[config.mk]
export PLATFORM = sky130hd
export DESIGN_NAME = cp0_intc_flat
export DESIGN_NICKNAME = d
export VERILOG_FILES = /design/src/rtl/cp0_pkg.sv /design/src/rtl/cp0_intc_if.sv /design/src/rtl/cp0_intc_irq_prio_enc.sv /design/src/rtl/cp0_intc.sv /design/src/flat_wrapper.sv
export SDC_FILE = /design/constraint.sdc
export NUM_CORES = 1
export LEC_CHECK = 0
export CAP_MARGIN = 20
export CORE_MARGIN = 5
export CORE_UTILIZATION = 40
export CTS_CLUSTER_SIZE = 10
export DETAILED_ROUTE_END_ITERATION = 6
export PLACE_DENSITY = 0.8
export REMOVE_ABC_BUFFERS = 1
export SKIP_LAST_GASP = 1
export SYNTH_ARGS = -nofsm -noshare
export SYNTH_HDL_FRONTEND = slang
export SYNTH_SLANG_ARGS = --single-unit
[constraint.sdc]
create_clock -name clk -period 2.7 [get_ports clk]
set_input_delay 0.54 -clock clk [delete_from_list [all_inputs] [get_ports clk]]
set_output_delay 0.54 -clock clk [all_outputs]
set_load 0.02 [all_outputs]
[src/rtl/cp0_pkg.sv]
// Shared constants for the CP0 interrupt controller: register selects
// (mtc0/mfc0 rd field) and bit positions inside SR and Cause.
package cp0_pkg;

    localparam logic [4:0] SEL_SR    = 5'd12;
    localparam logic [4:0] SEL_CAUSE = 5'd13;
    localparam logic [4:0] SEL_EPC   = 5'd14;
    localparam logic [4:0] SEL_PRID  = 5'd15;
    localparam logic [4:0] SEL_ITRIG = 5'd22;

    localparam int IE     = 0;
    localparam int EXL    = 1;
    localparam int IP_LSB = 10;
    localparam int ID_LSB = 28;

endpackage

[src/rtl/cp0_intc_if.sv]
// Bundle between the core (controller, datapath, devices) and CP0.
// The CP0 sits on the slave side; the core drives the master side.
interface cp0_intc_if #(
    parameter int NUM_IRQ = 6,
    parameter int PC_W    = 32
);
    logic [PC_W-1:0]    pc_in;
    logic [31:0]        wdata;
    logic [NUM_IRQ-1:0] hwint;
    logic [4:0]         sel;
    logic               we;
    logic               exl_set;
    logic               exl_clr;
    logic               epc_wr;
    logic [31:0]        rdata;
    logic [PC_W-1:0]    epc;
    logic               intreq;
    logic [PC_W-1:0]    vector;
    logic [3:0]         irq_id;

    modport master (
        output pc_in, wdata, hwint, sel, we, exl_set, exl_clr, epc_wr,
        input  rdata, epc, intreq, vector, irq_id
    );

    modport slave (
        input  pc_in, wdata, hwint, sel, we, exl_set, exl_clr, epc_wr,
        output rdata, epc, intreq, vector, irq_id
    );
endinterface

[src/rtl/cp0_intc_irq_prio_enc.sv]
// Fixed-priority encoder: reports whether any request is set and the
// lowest set index (lowest index = highest priority). id is 0 when idle.
module irq_prio_enc #(
    parameter int NUM_IRQ = 6
) (
    input  logic [NUM_IRQ-1:0] req,
    output logic               any,
    output logic [3:0]         id
);

    // Scan from the top down so the lowest set index is the last to land.
    always_comb begin
        any = 1'b0;
        id  = 4'd0;
        for (int i = NUM_IRQ - 1; i >= 0; i--) begin
            any = any | req[i];
            id  = req[i] ? 4'(i) : id;
        end
    end

endmodule

[src/rtl/cp0_intc.sv]
// Coprocessor 0 with an integrated interrupt controller: SR/Cause/EPC/
// PRId/ITRIG registers, per-source edge or level sensitivity, fixed
// priority selection and optional vectored handler addresses.
module cp0_intc
    import cp0_pkg::*;
#(
    parameter int                 NUM_IRQ      = 6,
    parameter int                 PC_W         = 32,
    parameter logic [PC_W-1:0]    HANDLER_BASE = PC_W'(32'h0000_4180),
    parameter int                 VECTORED     = 0,
    parameter int                 VEC_SHIFT    = 4,
    parameter logic [NUM_IRQ-1:0] TRIG_RESET   = {NUM_IRQ{1'b0}},
    parameter logic [31:0]        PRID         = 32'h0000_0001
) (
    input  logic           clk,
    input  logic           rst,
    cp0_intc_if.slave      bus
);

    localparam logic [PC_W-1:0] ALIGN_MASK = ~PC_W'(2'b11);

    // Synchroniser and interrupt state
    logic [NUM_IRQ-1:0] hw_q_r;
    logic [NUM_IRQ-1:0] hw_qq_r;
    logic [NUM_IRQ-1:0] lvl_r;
    logic [NUM_IRQ-1:0] pend_r;
    logic [NUM_IRQ-1:0] itrig_r;

    // Architectural registers
    logic [NUM_IRQ-1:0] im_r;
    logic               ie_r;
    logic               exl_r;
    logic [3:0]         id_r;
    logic [PC_W-1:0]    epc_r;

    // Combinational helpers
    logic [NUM_IRQ-1:0] ip_s;
    logic [NUM_IRQ-1:0] req_s;
    logic [NUM_IRQ-1:0] clr_s;
    logic [NUM_IRQ-1:0] rise_s;
    logic [NUM_IRQ-1:0] pend_n_s;
    logic               any_s;
    logic [3:0]         id_s;
    logic               we_sr_s;
    logic               we_cause_s;
    logic               we_epc_s;
    logic               we_itrig_s;
    logic [PC_W-1:0]    wdata_pc_s;
    logic [31:0]        rdata_s;

    assign we_sr_s    = bus.we && (bus.sel == SEL_SR);
    assign we_cause_s = bus.we && (bus.sel == SEL_CAUSE);
    assign we_epc_s   = bus.we && (bus.sel == SEL_EPC);
    assign we_itrig_s = bus.we && (bus.sel == SEL_ITRIG);
    assign wdata_pc_s = PC_W'(bus.wdata);

    // Visible pending bits: sticky latch for edge sources, sampled level otherwise.
    assign ip_s   = (itrig_r & pend_r) | (~itrig_r & lvl_r);
    assign req_s  = ip_s & im_r;
    assign rise_s = hw_q_r & ~hw_qq_r;

    irq_prio_enc #(
        .NUM_IRQ (NUM_IRQ)
    ) u_prio (
        .req (req_s),
        .any (any_s),
        .id  (id_s)
    );

    // Clear sources for edge pending bits: Cause write-1-to-clear and interrupt entry.
    always_comb begin
        clr_s = {NUM_IRQ{1'b0}};
        for (int i = 0; i < NUM_IRQ; i++) begin
            clr_s[i] = (we_cause_s & bus.wdata[IP_LSB + i])
                     | (bus.epc_wr & any_s & (id_s == 4'(i)));
        end
    end

    // Next pending state: a fresh edge beats a clear; level sources keep nothing.
    assign pend_n_s = itrig_r & ((pend_r & ~clr_s) | rise_s);

    // Two-flop input sampling, level capture and sticky edge latches.
    always_ff @(posedge clk or posedge rst) begin
        if (rst) begin
            hw_q_r  <= {NUM_IRQ{1'b0}};
            hw_qq_r <= {NUM_IRQ{1'b0}};
            lvl_r   <= {NUM_IRQ{1'b0}};
            pend_r  <= {NUM_IRQ{1'b0}};
        end else begin
            hw_q_r  <= bus.hwint;
            hw_qq_r <= hw_q_r;
            lvl_r   <= hw_q_r;
            pend_r  <= pend_n_s;
        end
    end

    // Trigger-mode register.
    always_ff @(posedge clk or posedge rst) begin
        if (rst) begin
            itrig_r <= TRIG_RESET;
        end else if (we_itrig_s) begin
            itrig_r <= bus.wdata[NUM_IRQ-1:0];
        end else begin
            itrig_r <= itrig_r;
        end
    end

    // SR interrupt mask and global enable.
    always_ff @(posedge clk or posedge rst) begin
        if (rst) begin
            im_r <= {NUM_IRQ{1'b0}};
            ie_r <= 1'b0;
        end else if (we_sr_s) begin
            im_r <= bus.wdata[IP_LSB +: NUM_IRQ];
            ie_r <= bus.wdata[IE];
        end else begin
            im_r <= im_r;
            ie_r <= ie_r;
        end
    end

    // EXL: controller set has priority over eret clear, both over mtc0.
    always_ff @(posedge clk or posedge rst) begin
        if (rst) begin
            exl_r <= 1'b0;
        end else if (bus.exl_set) begin
            exl_r <= 1'b1;
        end else if (bus.exl_clr) begin
            exl_r <= 1'b0;
        end else if (we_sr_s) begin
            exl_r <= bus.wdata[EXL];
        end else begin
            exl_r <= exl_r;
        end
    end

    // Cause interrupt ID latched on interrupt entry.
    always_ff @(posedge clk or posedge rst) begin
        if (rst) begin
            id_r <= 4'd0;
        end else if (bus.epc_wr) begin
            id_r <= id_s;
        end else begin
            id_r <= id_r;
        end
    end

    // EPC: interrupt entry wins over a simultaneous mtc0; always word aligned.
    always_ff @(posedge clk or posedge rst) begin
        if (rst) begin
            epc_r <= {PC_W{1'b0}};
        end else if (bus.epc_wr) begin
            epc_r <= bus.pc_in & ALIGN_MASK;
        end else if (we_epc_s) begin
            epc_r <= wdata_pc_s & ALIGN_MASK;
        end else begin
            epc_r <= epc_r;
        end
    end

    // mfc0 read mux; unmapped selects read as zero.
    always_comb begin
        rdata_s = 32'h0000_0000;
        case (bus.sel)
            SEL_SR: begin
                rdata_s[IP_LSB +: NUM_IRQ] = im_r;
                rdata_s[EXL]               = exl_r;
                rdata_s[IE]                = ie_r;
            end
            SEL_CAUSE: begin
                rdata_s[IP_LSB +: NUM_IRQ] = ip_s;
                rdata_s[ID_LSB +: 4]       = id_r;
            end
            SEL_EPC:   rdata_s = 32'(epc_r);
            SEL_PRID:  rdata_s = PRID;
            SEL_ITRIG: rdata_s[NUM_IRQ-1:0] = itrig_r;
            default:   rdata_s = 32'h0000_0000;
        endcase
    end

    assign bus.rdata  = rdata_s;
    assign bus.epc    = epc_r;
    assign bus.intreq = any_s & ie_r & ~exl_r;
    assign bus.irq_id = id_s;
    assign bus.vector = (VECTORED != 0)
                      ? HANDLER_BASE + (PC_W'(id_s) << VEC_SHIFT)
                      : HANDLER_BASE;

endmodule

[src/flat_wrapper.sv]
// flat-port wrapper written by rule: the top's interface ports become plain ports
module cp0_intc_flat import cp0_pkg::*;
#(
    parameter int                 NUM_IRQ      = 6,
    parameter int                 PC_W         = 32,
    parameter logic [PC_W-1:0]    HANDLER_BASE = PC_W'(32'h0000_4180),
    parameter int                 VECTORED     = 0,
    parameter int                 VEC_SHIFT    = 4,
    parameter logic [NUM_IRQ-1:0] TRIG_RESET   = {NUM_IRQ{1'b0}},
    parameter logic [31:0]        PRID         = 32'h0000_0001
)
  (clk, rst, bus_pc_in, bus_wdata, bus_hwint, bus_sel, bus_we, bus_exl_set, bus_exl_clr, bus_epc_wr, bus_rdata, bus_epc, bus_intreq, bus_vector, bus_irq_id);
  cp0_intc_if #(.NUM_IRQ(NUM_IRQ), .PC_W(PC_W)) bus_i ();
  input  logic clk;
  input  logic rst;
  input wire logic [$bits(bus_i.pc_in)-1:0] bus_pc_in;
  input wire logic [$bits(bus_i.wdata)-1:0] bus_wdata;
  input wire logic [$bits(bus_i.hwint)-1:0] bus_hwint;
  input wire logic [$bits(bus_i.sel)-1:0] bus_sel;
  input wire logic [$bits(bus_i.we)-1:0] bus_we;
  input wire logic [$bits(bus_i.exl_set)-1:0] bus_exl_set;
  input wire logic [$bits(bus_i.exl_clr)-1:0] bus_exl_clr;
  input wire logic [$bits(bus_i.epc_wr)-1:0] bus_epc_wr;
  output wire logic [$bits(bus_i.rdata)-1:0] bus_rdata;
  output wire logic [$bits(bus_i.epc)-1:0] bus_epc;
  output wire logic [$bits(bus_i.intreq)-1:0] bus_intreq;
  output wire logic [$bits(bus_i.vector)-1:0] bus_vector;
  output wire logic [$bits(bus_i.irq_id)-1:0] bus_irq_id;
  assign bus_i.pc_in = bus_pc_in;
  assign bus_i.wdata = bus_wdata;
  assign bus_i.hwint = bus_hwint;
  assign bus_i.sel = bus_sel;
  assign bus_i.we = bus_we;
  assign bus_i.exl_set = bus_exl_set;
  assign bus_i.exl_clr = bus_exl_clr;
  assign bus_i.epc_wr = bus_epc_wr;
  assign bus_rdata = bus_i.rdata;
  assign bus_epc = bus_i.epc;
  assign bus_intreq = bus_i.intreq;
  assign bus_vector = bus_i.vector;
  assign bus_irq_id = bus_i.irq_id;
  cp0_intc #(.NUM_IRQ(NUM_IRQ), .PC_W(PC_W), .HANDLER_BASE(HANDLER_BASE), .VECTORED(VECTORED), .VEC_SHIFT(VEC_SHIFT), .TRIG_RESET(TRIG_RESET), .PRID(PRID)) u_core (.clk(clk), .rst(rst), .bus(bus_i));
endmodule
==> reports/metrics.cfg <==
[sta]
setup_slack_ns=0.0294
hold_viol=0
tightest_slew_ns=0.546
fin_skew_ns=0.00624
max_slew_margin=0.636
hold_ws_ns=0.375
grt_setup_unrepaired=true
fin_crit_ns=2.67
setup_viol=0
timing.fmax_mhz=374
slew_viol_final=0
period_share=0.989

[pwr]
power_density_mw_per_mm2=514
switching_power_uw=797
power_frac_seq=0.438
p_int_uw=1900
ir_worst_vdd_mv=0.291
switching_share=0.295
p_leak_uw=0.00272
clkPwrFrac=0.303
p_comb_frac=0.259

[placement]
placed_cell_area_mm2=0.00510
gp_congestion=0.797
dp_hpwl_um=8020
port_buffers=144
pre_cts_slack_ns=-0.325

[detailed_routing]
vias=3184
wirelength_um=10700
vias_per_cell=5.18
drt_pass1_iterations=6
first_iter_violations=140
drt.antenna.violating_nets=0
wl_per_cell_um=17.4
drc=0

[worst_hold_path]
hp-class=flip-flop to flip-flop

[clocking]
cts_num_sinks=65
htree_levels=3
numCtsBuffers=9
postCtsHoldBufs=0
cts_root_buf=clkbuf_8
cts_tree=done
clk_pin_slew_ns=0.07
clk_latency_ns=0.33
clockBufferDepth=2

[yosys]
ys.flop_type=dfrtp_1
postSynthCellCount=351
syn_area_per_cell_um2=10.3
synth_top_area_share=0.452
synth_area_leaders=dfrtp_1, mux2i_1, buf_4
ys_ff_latch=65
netlist_area_mm2=0.00360
postSynth.asyncResetShare=1.00
synth_top_area_cell=dfrtp_1
ys_warn_count=0
yosysSeqAreaShare=0.452
synth.distinct_cells=48
synth_edf_count=0

[global_route]
antenna_found_initial=0
grt_pass1_wl_um=17400
grt_max_degree=66
first_global_vias=3375
grt.total_usage=0.194
grt_overflow_total=0

[layout]
nets=584
area_delta_synth_final_pct=46.0
drive_above_1_share=0.154
finalInstanceArea_mm2=0.00525
antenna_cells=0

[floorplanning]
start_util=0.411
design.core.area_mm2=0.00876
die_area_mm2=0.0110
boundaryPins=182
die_h_um=105
row_count=34
die_width_um=105

[run_status]
status=finished, final reports clean

[setup_path]
critical_path_required_ns=2.16
cp-end-kind=output port
crit_arrival_ns=2.13
cp_max_fo=7
crit_type=primary input to output port
startpoint_type=primary input
r2r_slack_ns=0.97

[run]
maxCapViolCount=0

==> through the flow <==
stage / power, µW / setup TNS [ns] / utilization / cells
floorplan: 1530 / -1.10 / - / 327
global placement: 1890 / -5.53 / 0.582 / 597
detailed placement: 1910 / -6.00 / 0.582 / 597
CTS: 2730 / -0.0717 / 0.600 / 615
global route: 2840 / -0.0655 / 0.600 / 615
finish: 2700 / 0 / 0.600 / 615
==> power groups by stage <==
stage          Sequential, µW  Clock, µW  Combinational (µW)
6_report                 1180        819                 698
5_1_grt                  1200        889                 752
4_1_cts                  1180        850                 700
3_5_place_dp             1200          0                 711
3_3_place_gp             1190          0                 698
2_1_floorplan            1230          0                 308
==> area by class of cell <==
cell class	instances	area, µm²
inverter	6	22.5
sequential	65	1630
multi-input combinational	256	1700
clock inverter	3	40.0
tap	108	135
clock buffer	12	155
fill	771	3510
timing repair buffer	165	1570
==> cells by family after synthesis <==
logic type	Yosys count	synth area share
buffers and inverters	63	0.115
and+or+nand+nor	96	0.139
DFF	65	0.452
other	2	0.00209
muxes	52	0.154
AOI/OAI and AO/OA	73	0.139
==> registers in the layout (all words and copies together) (netlist names) <==
| name | cells |
|---|---|
| u_core.bus.epc | 30 |
| u_core.exl_r | 1 |
| u_core.hw_q_r | 6 |
| u_core.hw_qq_r | 6 |
| u_core.id_r | 3 |
| u_core.ie_r | 1 |
| u_core.im_r | 6 |
| u_core.itrig_r | 6 |
| u_core.pend_r | 6 |
==> synth_stat cells (6+ instances only) <==
cell type	count
mux2i_1	32
nand3_1	8
and2_1	6
nand2_1	39
a21oi_1	8
nor2_1	10
buf_4	38
and3_1	17
a221oi_1	6
clkbuf_1	12
o21ai_0	31
dfrtp_1	65
a22o_1	7
mux2_2	18
==> cell usage in the layout, fill, tap and decap left out, drive strengths merged, types with 2 or more instances in the layout <==
cell type,instances
a211oi,2
a21boi,2
a21o,2
a21oi,8
a221oi,6
a22o,7
a22oi,3
and2,7
and3,17
and3b,2
and4b,3
buf,28
clkbuf,18
clkdlybuf4s50,106
clkinv,3
conb,35
dfrtp,65
dlygate4sd2,22
dlymetal6s2s,2
inv,5
mux2,20
mux2i,32
nand2,39
nand2b,2
nand3,8
nor2,10
nor2b,3
nor3,2
o211ai,2
o21ai,31
==> timing repair <==
action,4_1_cts,5_1_grt
gates cloned,0,0
setup buffers,3,0
resized for setup,54,20
setup endpoints to repair,35,16
==> path summary, 6_finish.rpt <==
| check | start | to | depth (start not counted) |
|---|---|---|---|
| worst max-delay path | bus_sel[0] | bus_rdata[28] | 7 |
| worst max register to register | u_core.itrig_r[1] | u_core.pend_r[3] | 4 |
| min in group asynchronous | rst | u_core.bus.epc[7] | 3 |
| worst min-delay path | u_core.hw_q_r[3] | u_core.hw_qq_r[3] | 0 |
| worst min register to register | u_core.hw_q_r[3] | u_core.hw_qq_r[3] | 0 |
| max in group asynchronous | rst | u_core.bus.epc[26] | 3 |
==> metal layers <==
metal,wire [µm],track usage
met2,5390,0.328
met4,216,0.0721
met1,4340,0.241
met3,720,0.0444
met5,0,0
==> critical path, stage by stage <==
cell and delay [ns]:
clkdlybuf4s50_1 0.54, buf_4 0.15, nor2b_4 0.04, and2_1 0.17, buf_12 0.14, a22o_1 0.21
dlygate4sd2_1 0.33
Note: power is estimated with default switching activity, not from simulation.
